[src/rtl/mem_arbiter.sv]
// mem_arbiter: shares one single-port memory between the instruction-fetch
// and data-access requesters. One access is in flight at a time. Contention
// alternates between the two sides, and a watchdog aborts accesses that the
// memory never completes, flagging them with bus_err.
module mem_arbiter #(
  parameter int unsigned ADDR_W  = 32,
  parameter int unsigned DATA_W  = 32,
  parameter int unsigned TIMEOUT = 15   // 0 disables the watchdog
) (
  input  logic              clk,
  input  logic              reset,      // synchronous, active-low

  // Instruction-fetch requester
  input  logic              if_req,
  input  logic [ADDR_W-1:0] if_addr,
  output logic              if_ack,
  output logic [DATA_W-1:0] if_rdata,

  // Data-access requester
  input  logic              d_read,
  input  logic              d_write,
  input  logic [ADDR_W-1:0] d_addr,
  input  logic [DATA_W-1:0] d_wdata,
  output logic              d_ack,
  output logic [DATA_W-1:0] d_rdata,

  // Memory side
  output logic [ADDR_W-1:0] mem_addr,
  output logic [DATA_W-1:0] mem_wdata,
  output logic              mem_read,
  output logic              mem_write,
  input  logic              mem_ready,
  input  logic [DATA_W-1:0] mem_rdata,

  output logic              bus_err
);

  typedef enum logic [1:0] {
    IDLE   = 2'd0,
    BUSY_F = 2'd1,
    BUSY_D = 2'd2,
    DONE   = 2'd3
  } state_t;

  // Which side received the most recent grant; contention goes to the other.
  typedef enum logic {
    GRANT_FETCH = 1'b0,
    GRANT_DATA  = 1'b1
  } grant_t;

  // The counter only needs to hold values up to TIMEOUT-1.
  localparam int unsigned CNT_W = (TIMEOUT > 1) ? $clog2(TIMEOUT) : 1;
  localparam logic [CNT_W-1:0] CNT_LAST = CNT_W'(TIMEOUT - 1);

  state_t            state_q;
  grant_t            last_grant_q;
  logic [CNT_W-1:0]  wd_cnt_q;
  logic [ADDR_W-1:0] mem_addr_q;
  logic [DATA_W-1:0] mem_wdata_q;
  logic              mem_read_q;
  logic              mem_write_q;
  logic              if_ack_q;
  logic              d_ack_q;
  logic              bus_err_q;
  logic [DATA_W-1:0] if_rdata_q;
  logic [DATA_W-1:0] d_rdata_q;

  logic fetch_pend;
  logic data_pend;
  logic grant_data_d;
  logic wd_expire;

  // Arbitration decision for this cycle's requests (used only in IDLE).
  always_comb begin
    // NOTE: every signal written here gets a default first so no latch is inferred.
    fetch_pend   = if_req;
    data_pend    = d_read | d_write;
    grant_data_d = 1'b0;
    if (data_pend && (!fetch_pend || (last_grant_q == GRANT_FETCH))) begin
      grant_data_d = 1'b1;
    end
  end

  // Watchdog fires on the BUSY cycle in which the counter would reach TIMEOUT.
  assign wd_expire = (TIMEOUT != 0) && (wd_cnt_q == CNT_LAST);

  // Main FSM; all strobes, acks and read data are registered here.
  always_ff @(posedge clk) begin
    // NOTE: sequential state uses non-blocking assignments so every register
    // samples the pre-edge values regardless of statement order.
    if (!reset) begin
      state_q      <= IDLE;
      last_grant_q <= GRANT_FETCH;
      wd_cnt_q     <= '0;
      mem_addr_q   <= '0;
      mem_wdata_q  <= '0;
      mem_read_q   <= 1'b0;
      mem_write_q  <= 1'b0;
      if_ack_q     <= 1'b0;
      d_ack_q      <= 1'b0;
      bus_err_q    <= 1'b0;
      if_rdata_q   <= '0;
      d_rdata_q    <= '0;
    end else begin
      // Acks and bus_err are single-cycle pulses unless set below.
      if_ack_q  <= 1'b0;
      d_ack_q   <= 1'b0;
      bus_err_q <= 1'b0;

      case (state_q)
        IDLE: begin
          if (fetch_pend || data_pend) begin
            wd_cnt_q <= '0;
            if (grant_data_d) begin
              // A simultaneous read and write is treated as a write.
              mem_addr_q   <= d_addr;
              mem_wdata_q  <= d_wdata;
              mem_write_q  <= d_write;
              mem_read_q   <= ~d_write;
              last_grant_q <= GRANT_DATA;
              state_q      <= BUSY_D;
            end else begin
              mem_addr_q   <= if_addr;
              mem_read_q   <= 1'b1;
              mem_write_q  <= 1'b0;
              last_grant_q <= GRANT_FETCH;
              state_q      <= BUSY_F;
            end
          end
        end

        BUSY_F, BUSY_D: begin
          if (mem_ready) begin
            // Normal completion; wins over a watchdog expiring this cycle.
            if (state_q == BUSY_F) begin
              if_rdata_q <= mem_rdata;
              if_ack_q   <= 1'b1;
            end else begin
              if (mem_read_q) begin
                d_rdata_q <= mem_rdata;
              end
              d_ack_q <= 1'b1;
            end
            mem_read_q  <= 1'b0;
            mem_write_q <= 1'b0;
            state_q     <= DONE;
          end else if (wd_expire) begin
            // Abort: acknowledge with bus_err and zero read data.
            if (state_q == BUSY_F) begin
              if_rdata_q <= '0;
              if_ack_q   <= 1'b1;
            end else begin
              if (mem_read_q) begin
                d_rdata_q <= '0;
              end
              d_ack_q <= 1'b1;
            end
            bus_err_q   <= 1'b1;
            mem_read_q  <= 1'b0;
            mem_write_q <= 1'b0;
            state_q     <= DONE;
          end else if (TIMEOUT != 0) begin
            wd_cnt_q <= wd_cnt_q + 1'b1;
          end
        end

        DONE: begin
          // Ack cycle; requesters drop or change their request now.
          state_q <= IDLE;
        end

        default: begin
          state_q <= IDLE;
        end
      endcase
    end
  end

  assign mem_addr  = mem_addr_q;
  assign mem_wdata = mem_wdata_q;
  assign mem_read  = mem_read_q;
  assign mem_write = mem_write_q;
  assign if_ack    = if_ack_q;
  assign d_ack     = d_ack_q;
  assign bus_err   = bus_err_q;
  assign if_rdata  = if_rdata_q;
  assign d_rdata   = d_rdata_q;

endmodule

[config.mk]
export PLATFORM = sky130hd
export DESIGN_NAME = mem_arbiter
export DESIGN_NICKNAME = d
export VERILOG_FILES = /design/src/rtl/mem_arbiter.sv
export SDC_FILE = /design/constraint.sdc
export NUM_CORES = 1
export LEC_CHECK = 0
export CAP_MARGIN = 20
export CORE_ASPECT_RATIO = 0.9
export CORE_MARGIN = 5
export CORE_UTILIZATION = 45
export CTS_BUF_LIST = sky130_fd_sc_hd__clkbuf_2 sky130_fd_sc_hd__clkbuf_4 sky130_fd_sc_hd__clkbuf_8
export DETAILED_ROUTE_END_ITERATION = 8
export PLACE_DENSITY = 0.94
export SYNTH_ARGS = -nofsm -noshare
export SYNTH_HDL_FRONTEND = slang
export SYNTH_SLANG_ARGS = --single-unit
[constraint.sdc]
create_clock -name clk -period 5 [get_ports clk]
set_input_delay 1.5 -clock clk [delete_from_list [all_inputs] [get_ports clk]]
set_output_delay 1.5 -clock clk [all_outputs]
set_load 0.02 [all_outputs]
Word-level counts from Yosys, hierarchy flattened. Cells that the tools add are included.

Register bits: 140. Bits of input ports: 134. Output and inout port bits: 133.

Add/sub/neg operators: 1. Equality and inequality tests: 8. Muxes and demuxes: 37. Bitwise logic cells: 6. Reduce and logical (&&, ||, !) cells: 17.

Operators with widths (number): $mux W32 (11); $mux W1 (15); $mux W4 (3); $reduce_and A3 Y1 (3); $mux W2 (4); $pmux W4 S2 (1); $reduce_and A4 Y1 (2); $ne A2 B2 Y1 const B (3); $pmux W2 S3 (1); $reduce_and A2 Y1 (3); $not A1 Y1 (5); $add A4 B1 Y4 const B (1); $eq A2 B2 Y1 const B (2); $eq A4 B4 Y1 const B (1); $pmux W1 S2 (2); $reduce_bool A2 Y1 (2); $ne A3 B3 Y1 const B (1); $reduce_or A3 Y1 (1); $eq A2 B1 Y1 const B (1); $logic_not A2 Y1 (1); $logic_or A1 B1 Y1 (2); $reduce_or A2 Y1 (1); $logic_and A1 B1 Y1 (1); $logic_not A1 Y1 (1); $or A1 B1 Y1 (1).

Depth between registers and ports, before layout.
Depth after elaboration: 7. Gate-level depth with buffers: 7. Gate-level depth less buffers: 6.

Least setup slack after synthesis. No wires, ideal clock.

Path type: input to register. From: input port mem_ready. To: register wd_cnt_q[0]. Setup time: 0.126 ns. Arrival time: 2.361 ns. Required time: 4.874 ns. Setup slack: 2.513 ns. Stages on the path: 4. Buffers on the path: 0. Path through: a31o_2 -> a211oi_1 -> mux2_4 -> nor2_2.

Word-level cells in the longest chain between the ends: 2.

RTL lines: from (decl) (line 32) `input logic mem_ready,`; $ne A2 B2 Y1 (no line); $reduce_and A4 Y1 (no line); to (signal assigned) (line 163) `wd_cnt_q <= wd_cnt_q + 1'b1;`; to (decl) (line 57) `logic [CNT_W-1:0] wd_cnt_q;`.

No other way between the ends. A chain may end at the register's enable or synchronous reset.

Final worst setup path.
From: input port d_write. To: register mem_wdata_q[29], in the netlist mem_wdata[29].

Word-level cells in the longest chain between the ends: 4.

RTL lines: from (decl) (line 21) `input logic d_write,`; $or A1 B1 Y1 * (line 77) `data_pend = d_read | d_write;`; $logic_and A1 B1 Y1 (line 79) `if (data_pend && (!fetch_pend || (last_grant_q == GRANT_FETCH))) begin`; $mux W1 (line 79); $reduce_and A3 Y1 (no line) *; to (signal assigned) (line 117) `mem_wdata_q <= d_wdata;`; to (decl) (line 59) `logic [DATA_W-1:0] mem_wdata_q;`.

Mark *: on every way between the ends. The rest lies on a longest branch, timed or not.

==> results by group <==
Yosys
  • Synth cell count leaders: dfxtp_1, nand2_1, a21oi_1
  • Synth warn: 0
  • Synth Register Bits: 140
  • Synth area leader: dfxtp_1
  • Number of synthesized flops with an enable pin: 0
  • Synth top area share: 50.8%
  • Post-synth ARST share: 0%
  • Gate Count Post-Synth: 646
  • Synth cell types: 37
  • Most common cell in the netlist: dfxtp_1
  • Seq/Total Area, Yosys: 50.8%
  • Top FF cell, synth: dfxtp_1
  • Area contributors post-synth: dfxtp_1, nand2_1, a21oi_1
  • Post-synthesis net count: 785
  • Cell area after synthesis: 0.00552 mm²
  • Syn Area/Cell: 8.54 µm²

Global route
  • Vias in the first global route: 5,430
  • First-pass GRT wire length: 26,900 µm
  • Total congestion overflow: 0
  • Initial antenna violation count: 1
  • All-Layer GR Usage: 22.7%
  • Largest net degree at the start of global routing: 73

Critical path
  • Worst r2r src: state_q[1]$_SDFFE_PN0P_
  • CP arrival: 3580 ps
  • Worst setup EP type: register
  • Worst Setup SP: d_write
  • Worst Path Required: 5320 ps
  • R2R Setup Slk: 2650 ps
  • Crit path to: mem_wdata[29]$_SDFFE_PN0P_
  • CP startpoint kind: input port
  • Setup Crit Path Kind: input port to register
  • RR Endpoint: d_rdata[16]$_SDFFE_PN0P_
  • Worst Reg-to-Reg Cells: 7
  • CP Max Fanout: 35

Timing
  • Final Hold Vio Count: 0
  • Fin crit share: 65.2%
  • RSZ-0062 raised after global routing: false
  • Max-slew violations: 0
  • Min Tclk post-route: 3260 ps
  • Setup skew after layout: 17.3 ps
  • Max Freq: 307 MHz
  • Setup violators final: 0
  • Actual slew at the worst max-slew pin: 1060 ps
  • Worst slew margin: 28.9%
  • Final worst slack: 1740 ps
  • Fin Setup TNS: 0 ps

Pwr
  • Max VDD drop: 0.000284 V
  • Combinational power share: 41.5%
  • Clk network pwr share: 22.8%
  • Pwr/cell area: 462 mW/mm²
  • Internal power: 0.00247 W
  • Sequential power share: 35.7%
  • Sw power: 0.00151 W
  • Pleak: 3.17 nW
  • Sw frac: 38.0%

Clock network
  • Setup repair bufs after CTS: 0
  • Skew-Pair Late Insertion Delay: 430 ps
  • Num CTS Buffers: 17
  • CTS max path bufs: 2
  • TritonCTS Sinks: 140
  • TritonCTS clock tree: done
  • Hold_buf cts: 0
  • Root buf cell: clkbuf_8
  • Worst-path clk slew: 80 ps
  • CTS resizes: 0
  • H-tree levels: 4

Final layout
  • Area taken by flip-flops and latches: 0.00280 mm²
  • Layout cells sized above 1: 5.94%
  • Fillcell total: 914
  • Synth-to-layout area growth: 56.1%
  • Diode count: 0
  • Final layout net count: 1,019
  • Area of the multi-input gates: 0.00245 mm²

Run
  • MaxCap Viol Count: 0

Die
  • Initial core utilization: 45.9%
  • Ports: 267
  • Die height: 115 µm
  • Row count: 38
  • Core Area: 0.0120 mm²
  • Die area: 0.0146 mm²
  • Die width: 127 µm

Route
  • Routed WL per cell: 16.6 µm
  • ANT nets after route: 0
  • DRC Markers: 0
  • DR iter-0 viols: 384
  • Drt first pass iters: 5
  • Post-Route WL: 17,500 µm
  • Routed via count: 5,615
  • Via density: 5.33

Hold path
  • Origin of the worst min-delay path: d_rdata[11]$_SDFFE_PN0P_
  • Worst min-delay path category: register to register

Place
  • Pre-CTS WS: 1340 ps
  • Routability congestion estimate: 0.838
  • I/O Buffers: 266
  • HPWL Detailed: 12,400 µm

Outcome
  • Status: completed
per-stage QoR:
step,std cells,area [µm²],util (%),hold WS [ps],power [W]
final,1053,8610,71.6,454,0.00398
after global routing,1053,8610,71.6,474,0.00421
after CTS,1052,8590,71.4,459,0.00399
after detailed placement,1020,8200,68.1,447,0.00308
after global placement,1020,8200,68.1,441,0.00303
after floorplan,646,5520,-,464,0.00243
sequential cells by signal (all words and copies together) (netlist names):
signal        cells
mem_wdata        32
last_grant_q      1
if_rdata         32
state_q           2
d_rdata          32
mem_addr         32
bus_err           1
mem_write         1
d_ack             1
wd_cnt_q          4
if_ack            1
mem_read          1
metal layers:
layer	part of all wire, %	global-route usage, %	up-vias
met2	49	37.6	239
li1	-	-	2737
met1	39	26.9	2591
met3	8.2	7.99	46
met4	3.1	9.94	2
met5	0.074	0	-
cells by family after synthesis:
kind of cell | after synthesis | share of synthesized area (%)
adders and majority gates | 5 | 1.13
DFF | 140 | 50.8
and+or+nand+nor | 252 | 21.2
buffers and inverters | 67 | 5.13
muxes | 34 | 6.26
AOI/OAI and AO/OA | 148 | 15.5
worst max-delay path, stage by stage:
cell and delay [ps]:
clkdlybuf4s50_1 620, a2bb2oi_4 180, buf_4 480, and2_1 200, buf_4 310, nand2_1 120
a21oi_1 160
worst min path at each step:
stage	endpoint	depth (start not counted)	slack [ps]
floorplan	last_grant_q$_SDFFE_PN0P_	2	460
global placement	mem_wdata[12]$_SDFFE_PN0P_	2	440
detailed placement	if_rdata[15]$_SDFFE_PN0P_	2	450
CTS	mem_wdata[27]$_SDFFE_PN0P_	2	460
global route	mem_wdata[7]$_SDFFE_PN0P_	2	470
finish	d_rdata[11]$_SDFFE_PN0P_	2	450
final cells by class:
type | count | share of cell area [%]
clock buffer | 20 | 2.98
clock inverter | 12 | 1.60
inverter | 6 | 0.276
multi-input combinational | 439 | 28.5
sequential | 140 | 32.5
tap | 160 | 2.32
timing repair buffer | 276 | 31.8
power groups by stage:
stage / Combinational [W] / Sequential (W) / Clock (W)
3_5_place_dp: 0.00163 / 0.00145 / 0
4_1_cts: 0.00164 / 0.00142 / 0.000928
2_1_floorplan: 0.000768 / 0.00166 / 0
3_3_place_gp: 0.00160 / 0.00143 / 0
6_report: 0.00165 / 0.00142 / 0.000908
5_1_grt: 0.00178 / 0.00145 / 0.000979
cell usage in the layout (no fill, tap or decap), types with 5 or more instances in the layout:
| master | netlist | layout |
|---|---|---|
| clkdlybuf4s50_1 | 0 | 264 |
| dfxtp_1 | 140 | 140 |
| nand2_1 | 102 | 102 |
| a21oi_1 | 69 | 69 |
| nand3_1 | 67 | 67 |
| nor2_1 | 38 | 38 |
| a211oi_1 | 34 | 34 |
| mux2i_1 | 33 | 33 |
| nand4_1 | 32 | 32 |
| o21ai_0 | 20 | 20 |
| clkbuf_8 | 0 | 17 |
| o21ai_1 | 15 | 15 |
| buf_4 | 7 | 9 |
| inv_1 | 5 | 5 |
| ha_1 | 5 | 5 |
| clkinvlp_4 | 0 | 5 |
(Power assumes the default switching activity.)
